### config.mk
export PLATFORM = sky130hd
export DESIGN_NAME = mem_readout_sched
export DESIGN_NICKNAME = d
export VERILOG_FILES = /design/src/rtl/mem_readout_sched.sv
export SDC_FILE = /design/constraint.sdc
export NUM_CORES = 1
export LEC_CHECK = 0
export CELL_PAD_IN_SITES_DETAIL_PLACEMENT = 1
export CELL_PAD_IN_SITES_GLOBAL_PLACEMENT = 2
export CORE_ASPECT_RATIO = 1.25
export CORE_UTILIZATION = 32
export DETAILED_ROUTE_END_ITERATION = 8
export PLACE_DENSITY_LB_ADDON = 0.1
export SETUP_SLACK_MARGIN = 0.2
export SYNTH_ARGS = -nofsm -noshare
export SYNTH_HDL_FRONTEND = slang
export SYNTH_SLANG_ARGS = --single-unit
### constraint.sdc
create_clock -name clk -period 2.9 [get_ports clk]
set_input_delay 0.725 -clock clk [delete_from_list [all_inputs] [get_ports clk]]
set_output_delay 0.725 -clock clk [all_outputs]
set_load 0.05 [all_outputs]
### src/rtl/mem_readout_sched.sv
// Readout sequencer: drains up to NMEM memories one entry per cycle, in priority order, and delays valid/select to meet read data.
// Optional per-event read budget: define MEM_READOUT_TRUNCATE_EN.
module mem_readout_sched #(
  parameter int NMEM      = 12,
  parameter int ENT_W     = 7,
  parameter int RD_LAT    = 2,
  parameter int MAX_READS = 108
) (
  input  logic                  clk,
  input  logic                  rst_n,
  input  logic                  start,
  input  logic [NMEM*ENT_W-1:0] nent,
  output logic                  rd_en,
  output logic [3:0]            rd_sel,
  output logic [ENT_W-1:0]      rd_addr,
  output logic                  dout_valid,
  output logic [3:0]            dout_sel,
  output logic                  busy,
  output logic                  done,
  output logic                  trunc
);

  if (NMEM < 1 || NMEM > 16 || RD_LAT < 1 || RD_LAT > 4 || MAX_READS < 1) begin : g_bad_cfg
    $error("mem_readout_sched: unsupported parameter set");
  end

  typedef enum logic [1:0] {IDLE, PICK, READ, DRAIN} state_t;

  state_t             state_q;
  logic [ENT_W-1:0]   cnt_q [NMEM];
  logic [NMEM-1:0]    mask_q;
  logic [ENT_W-1:0]   last_q;
  logic               rd_en_q;
  logic [3:0]         rd_sel_q;
  logic [ENT_W-1:0]   rd_addr_q;
  logic [2:0]         dcnt_q;
  logic               busy_q;
  logic               done_q;
  logic [RD_LAT-1:0]  vpipe_q;
  logic [3:0]         spipe_q [RD_LAT];

  logic               pick_any;
  logic [3:0]         pick_idx;
  logic               last_addr;
  logic               start_acc;
  logic               budget_hit;
  logic               cut;

  // Descending scan so the lowest set bit is the one that sticks.
  always_comb begin
    pick_any = 1'b0;
    pick_idx = '0;
    for (int unsigned i = NMEM; i > 0; i--) begin
      if (mask_q[i-1]) begin
        pick_any = 1'b1;
        pick_idx = 4'(i - 1);
      end
    end
  end

  assign last_addr = (rd_addr_q == last_q);
  assign start_acc = (state_q == IDLE) && start;
  assign cut       = (state_q == READ) && budget_hit && (!last_addr || pick_any);

`ifdef MEM_READOUT_TRUNCATE_EN
  localparam int RC_W = (MAX_READS < 2) ? 1 : $clog2(MAX_READS + 1);

  logic [RC_W-1:0] rcnt_q;
  logic            trunc_q;

  // rcnt_q counts reads already completed; the read on the bus now is number rcnt_q+1.
  assign budget_hit = (rcnt_q == RC_W'(MAX_READS - 1));

  always_ff @(posedge clk or negedge rst_n) begin
    if (!rst_n) begin
      rcnt_q  <= '0;
      trunc_q <= 1'b0;
    end else if (start_acc) begin
      rcnt_q  <= '0;
      trunc_q <= 1'b0;
    end else begin
      if (rd_en_q) rcnt_q <= rcnt_q + 1'b1;
      if (cut)     trunc_q <= 1'b1;
    end
  end

  assign trunc = trunc_q;
`else
  assign budget_hit = 1'b0;
  assign trunc      = 1'b0;
`endif

  always_ff @(posedge clk or negedge rst_n) begin
    if (!rst_n) begin
      state_q   <= IDLE;
      mask_q    <= '0;
      last_q    <= '0;
      rd_en_q   <= 1'b0;
      rd_sel_q  <= '0;
      rd_addr_q <= '0;
      dcnt_q    <= '0;
      busy_q    <= 1'b0;
      done_q    <= 1'b0;
      for (int unsigned i = 0; i < NMEM; i++) cnt_q[i] <= '0;
    end else begin
      case (state_q)
        IDLE: begin
          if (start) begin
            for (int unsigned i = 0; i < NMEM; i++) begin
              cnt_q[i]  <= nent[i*ENT_W +: ENT_W];
              mask_q[i] <= |nent[i*ENT_W +: ENT_W];
            end
            busy_q  <= 1'b1;
            state_q <= PICK;
          end
        end
        PICK: begin
          if (!pick_any) begin
            dcnt_q  <= '0;
            state_q <= DRAIN;
          end else begin
            rd_en_q          <= 1'b1;
            rd_sel_q         <= pick_idx;
            rd_addr_q        <= '0;
            last_q           <= cnt_q[pick_idx] - 1'b1;
            mask_q[pick_idx] <= 1'b0;
            state_q          <= READ;
          end
        end
        READ: begin
          if (cut || (last_addr && !pick_any)) begin
            rd_en_q   <= 1'b0;
            rd_sel_q  <= '0;
            rd_addr_q <= '0;
            dcnt_q    <= '0;
            state_q   <= DRAIN;
          end else if (last_addr) begin
            rd_sel_q         <= pick_idx;
            rd_addr_q        <= '0;
            last_q           <= cnt_q[pick_idx] - 1'b1;
            mask_q[pick_idx] <= 1'b0;
          end else begin
            rd_addr_q <= rd_addr_q + 1'b1;
          end
        end
        DRAIN: begin
          // The last rd_en left the bus on entry here, so RD_LAT cycles flush the delay pipe.
          if (done_q) begin
            done_q  <= 1'b0;
            busy_q  <= 1'b0;
            state_q <= IDLE;
          end else if (dcnt_q == 3'(RD_LAT - 1)) begin
            done_q <= 1'b1;
          end else begin
            dcnt_q <= dcnt_q + 1'b1;
          end
        end
        default: state_q <= IDLE;
      endcase
    end
  end

  always_ff @(posedge clk or negedge rst_n) begin
    if (!rst_n) begin
      vpipe_q <= '0;
      for (int unsigned i = 0; i < RD_LAT; i++) spipe_q[i] <= '0;
    end else begin
      vpipe_q[0] <= rd_en_q;
      spipe_q[0] <= rd_sel_q;
      for (int unsigned i = 1; i < RD_LAT; i++) begin
        vpipe_q[i] <= vpipe_q[i-1];
        spipe_q[i] <= spipe_q[i-1];
      end
    end
  end

  assign rd_en      = rd_en_q;
  assign rd_sel     = rd_sel_q;
  assign rd_addr    = rd_addr_q;
  assign busy       = busy_q;
  assign done       = done_q;
  assign dout_valid = vpipe_q[RD_LAT-1];
  assign dout_sel   = spipe_q[RD_LAT-1];

endmodule

After elaboration in Yosys (flattened, before gate mapping)
Cells that the tools add are included.

Register bits after elaboration: 132. Bits of input ports: 87. Output and inout port bits: 20. Word-level logic and storage cells: 141.

Multiplexer cells: 64. Reduce and logical (&&, ||, !) cells: 29. Add/sub/neg operators: 3. Bitwise gates (word level): 3. $lt $le $gt $ge: 3. Equal/unequal tests: 15.

Operator list (number): OR reduction 7 bit (12); two-way mux 4 bit (15); two-way mux 7 bit (8); two-way mux 12 bit (4); case mux 12 bit (3 select lines) (1); binary-select mux 7 bit (select 4 bit) (1); case mux 7 bit (2 select lines) (2); two-way mux 1 bit (20); inequality test 2 bit, second input constant (8); bitwise AND 12 bit (1); two-way mux 3 bit (4); inverter 12 bit (1); AND reduction 3 bit (4); AND reduction 5 bit (2); case mux 3 bit (3 select lines) (1); case mux 2 bit (4 select lines) (1); case mux 4 bit (2 select lines) (1); adder 7 x 1 -> 7 bit, second input constant (1); equality test 7 bit (1); subtractor 7 x 1 -> 7 bit, second input constant (1); two-way mux 2 bit (3); nonzero test 3 bit (2); greater-or-equal comparator 5 bit, second input constant (1); less-than comparator 4 x 5 -> 1 bit, second input constant (1); other kinds (16) (21).

Depth between registers and ports, before layout
Gate-level depths: netlist (run 1).

Word-level depth: 21. Depth in mapped cells: 14. Mapped depth without buffers: 11.

Least setup slack after synthesis (run 1)
OpenSTA, ideal clock, no wires.

Path kind: reg2reg. Start: register mask_q[9]. End: register last_q[6]. Buffers on the path: 1. Data arrival time: 3042 ps. Setup slack: -266 ps. Cell stages (with the launch flop): 13. Period minus slack after synthesis: 3166 ps. Setup time: 125 ps. Cells stage by stage: dfrtp_1 -> or2_1 -> o2111a_1 -> nor2_2 -> buf_2 -> mux2_2 -> a32oi_1 -> and3_2 -> ha_1 -> nand3_1 -> nor4_2 -> xor2_1 -> mux2_2.

Word-level cells in the longest chain between the ends: 18. Elaborated cells on any way between the ends: 34. Those cells by class: add/sub: 1; eq/ne: 2; mux: 27; bitwise: 1; reduce/logical: 3.

Ends and longest elaborated chain: start, declared (line 31) `logic [NMEM-1:0] mask_q;`; start signal, assigned by index (line 111) `mask_q[i] <= |nent[i*ENT_W +: ENT_W];`; two-way mux 4 bit (10 in series) (line 54) `if (mask_q[i-1]) begin`; inverter 4 -> 5 bit (not written as such) (line 125, 140); binary-select mux 7 bit (select 4 bit) (line 125, 140); two-way mux 7 bit (not written as such) (2 in series) (line 125, 140); subtractor 7 x 1 -> 7 bit (line 125, 140); two-way mux 7 bit (line 137) `end else if (last_addr) begin`; two-way mux 7 bit (line 131) `if (cut || (last_addr && !pick_any)) begin`; case mux 7 bit (2 select lines) (line 106) `case (state_q)`; end signal, assigned (line 125) `last_q <= cnt_q[pick_idx] - 1'b1;`; end signal, assigned (line 140) `last_q <= cnt_q[pick_idx] - 1'b1;`; end, declared (line 32) `logic [ENT_W-1:0] last_q;`.

Several ways; a longest one is shown, not always the timed one. The select of a mux whose other input is x is not followed. A chain may end at the register's enable or synchronous reset.

Final worst setup path (run 1)
Ends and elaborated chain as after synthesis.

==> results of run 1 <==
## cell usage after synthesis, drive strengths merged, types with 5 or more instances
cell,instances,share of area (%)
nand2,66,3.7
nor4,20,2.2
mux2,94,16
xor2,6,0.79
o21ai,45,3.4
a31oi,5,0.56
ha,9,1.7
nor3,5,0.45
and3,8,0.77
nor2b,7,0.66
o211ai,5,0.56
inv,10,0.56
or4,16,1.9
xnor2,6,0.79
dfrtp,132,50
a22o,7,0.92
clkbuf,15,0.85
buf,13,1.5
a21oi,19,1.4
mux2i,18,2.7
nor2,22,1.3
nand2b,6,0.56
nand3,16,1.2
## per-stage QoR
step	setup WS (ns)	cell area, um2	util (%)	hold WS (ns)	total power (W)
2_1_floorplan	-0.2205	6688	-	0.3312	0.001905
3_5_place_dp	-0.4857	8711	43.02	0.3362	0.002102
6_report	-0.1642	9832	48.56	0.2505	0.004313
3_3_place_gp	-0.3410	8711	43.02	0.3347	0.002097
4_1_cts	-0.08344	9693	47.87	0.2494	0.004365
5_1_grt	-0.2374	9832	48.56	0.2730	0.004461
## worst register-to-register path, cell delays in order, from the launching register on
cell,delay [ns]
dfrtp_2,0.41
or2_1,0.24
o2111a_2,0.30
nor2_4,0.15
buf_4,0.14
buf_6,0.10
mux2i_4,0.24
o22ai_2,0.11
or4_4,0.58
nor4_4,0.31
xor2_1,0.10
mux2_4,0.26
## flip-flops by register name (all words and copies together), names as in the netlist
name      cells
cnt_q        84
mask_q       12
last_q        7
rd_addr       7
dout_sel      4
rd_sel        4
spipe_q       4
dcnt_q        3
state_q       2
vpipe_q       2
busy          1
done          1
rd_en         1
## timing repair
action | 4_1_cts | 5_1_grt
pin swaps | 26 | 8
setup endpoints to repair | 18 | 22
resized for setup | 65 | 15
setup buffers | 12 | 8
## cell usage in the layout, fill, tap and decap left out, types with 4 or more instances in the layout
cell             instances
inv_6                    5
xor2_1                   6
o211ai_1                 5
dfrtp_1                129
clkbuf_16               17
clkdlybuf4s50_1        104
nand2b_1                 5
mux2_4                   4
nand2_1                 63
or4_1                   12
buf_12                   5
a22o_1                   7
buf_6                   15
nor2b_1                  6
nor2_2                   4
and3_1                   7
ha_1                     8
o21ai_0                 40
nand3_1                 13
a21oi_1                 15
nor2_1                  16
inv_1                    9
nor4_1                  15
or4_4                    4
buf_4                   98
clkinvlp_4               4
xnor2_1                  5
mux2i_1                 15
mux2_2                  90
## power groups by stage
stage          registers (W)  clock network (W)  logic [W]
4_1_cts              0.00184            0.00229   0.000229
2_1_floorplan        0.00188                  0  0.0000252
6_report             0.00185            0.00224   0.000225
3_3_place_gp         0.00188                  0   0.000218
5_1_grt              0.00184            0.00237   0.000246
3_5_place_dp         0.00188                  0   0.000223
## cell families after synthesis
family / synth area share [%]
and+or+nand+nor: 13.74
other: 0.05641
adders and majority gates: 1.694
buffers and inverters: 2.898
xor gates and xnor gates: 1.581
DFF: 49.69
AOI/OAI and AO/OA: 11.71
muxes: 18.63
## layout make-up
cell class | instances | area (um2) | share of cell area [%]
multi-input combinational | 426 | 3502 | 35.62
sequential | 132 | 3307 | 33.63
timing repair buffer | 222 | 2046 | 20.81
clock buffer | 18 | 429.2 | 4.365
tap | 270 | 337.8 | 3.436
clock inverter | 13 | 172.7 | 1.756
inverter | 10 | 37.54 | 0.3818
## metal layers
layer  GRT usage [%]  up-vias
met4           7.001        0
met3           3.538       22
met2           41.46       83
met5               0        -
met1           27.83     2847
li1                -     2623
## worst paths after layout
check	endpoint	slack, ns
worst max-delay path	last_q[6]	-0.16
worst min-delay path	dout_sel[2]	0.25
worst max register to register	last_q[6]	-0.16
worst min register to register	dout_sel[2]	0.35
max in group asynchronous	cnt_q[21]	1.82
min in group clk	dout_sel[2]	0.35
==> results.yml, run 1 <==
synth:
  yosysWarnings: 0
  ys_ff_latch: 132
  synth_nets: 692
  synthCells: 596
  synth_area_um2: 6648
  avgSynthCellArea_um2: 11.15
  async_flop_share_pct: 100.0
  ys.flop_type: "dfrtp_1"
  yosysUniqueCellTypes: 68
  synth_edf_count: 0
  synth-seq-area-share_pct: 49.69
clock_tree:
  htree_levels: 4
  postCtsHoldBufs: 0
  cts_root_buffer: "clkbuf_16"
  clock_sinks: 132
  cts_tree: "built"
  clk_pin_slew_ns: 0.06
  cts_max_path_buffers: 2
  insertion_delay_ns: 0.42
  cts_made_buffers: 17
global_route:
  gr-usage-all-layers_pct: 23.03
  grt_pass1_wl_mm: 36.12
  overflow: 0
  antenna_found_initial: 0
  grt_max_degree: 36
  grt_pass1_vias: 6198
floorplanning:
  fp.coreArea_um2: 20250
  die-area_um2: 21360
  die_w_um: 130.9
  die_h_um: 163.1
  io_pins: 107
  initial_utilization_pct: 32.83
  rows: 58
setup_path:
  cp.depth: 11
  path_cells: "or2_1 > o2111a_2 > nor2_4 > buf_4 > buf_6 > mux2i_4 > o22ai_2 > or4_4 > nor4_4 > xor2_1 > mux2_4"
  path_delay_family: "simple AND/OR/NAND/NOR gates"
  r2r_cells: 11
  r2r-start: "mask_q[9]"
  required_ns: 3.20
  worstPathArrival_ns: 3.37
  critPathMaxStageDelay_ns: 0.58
  cp-start-kind: "register"
  crit_path_end_kind: "register"
  cp_num_buf_inv: 2
  criticalPathCategory: "reg2reg"
  path_max_fanout: 4
  slowest_stage: "or4_4"
  crit_path_start: "mask_q[9]"
drt:
  vias: 5575
  top_layer_used: "met4"
  drt_iter0_drc: 154
  drt-total-wl_mm: 22.68
  drcViolationCount: 0
  met2_length_mm: 12.31
  routedWlPerCell_um: 20.78
  vias_per_cell: 5.110
  wl_met1_mm: 9.495
  final_antenna_net_count: 0
  firstDrtPassIters: 4
  wl_met3_um: 467
power_and_ir_drop:
  netSwitchingFraction_pct: 22.64
  p_int_w: 0.003336
  power_switching_w: 0.0009764
  p_seq_share_pct: 42.8
  p_clk_share_pct: 52.0
  comb_power_share_pct: 5.2
  p_leak_nw: 4.408
  p_per_area_nw_per_um2: 438.6
  peakVddDrop_uv: 365.4
layout:
  fillCellCount: 2156
  diodes: 0
  final_cell_count_no_fill: 1091
  drive_above_1_share_pct: 36.78
  area_growth_pct: 47.90
  fin_nets: 905
timing:
  finalSetupViolCount: 4
  period_minus_slack_ns: 3.064
  period_share_pct: 105.7
  worst_slew_pin_slew_ns: 0.6268
  final-hold-violation-count: 0
  tns_ns: -0.3668
  fmax_mhz: 326.3
  slew_headroom_pct: 57.83
  slew_violations: 0
  setup_ws_ns: -0.1642
  skew_ns: 0.008053
  rsz0062_at_grt: "yes"
outcome:
  violations: "setup timing"
  status: "finished, violations left"
run:
  max_cap_violations: 0
hold_path:
  hold_class: "in2async"
place:
  portBuffers: 105
  hpwlAfterDp_mm: 17.71
  routabilityCongestion: 0.8178
  dp.cells: 1040
No activity file was read; power rests on OpenSTA's default activity.
==> run 2: changes to the inputs <==
Settings changed: CTS_CLUSTER_DIAMETER from default to 60.
==> results of run 2 <==
Final layout, timing and power as in run 1 (identical DEF).
==> run 3: changes to the inputs <==
Settings changed: GPL_TIMING_DRIVEN from default to 1.
==> results of run 3 <==
Final layout, timing and power as in run 1 (identical DEF).
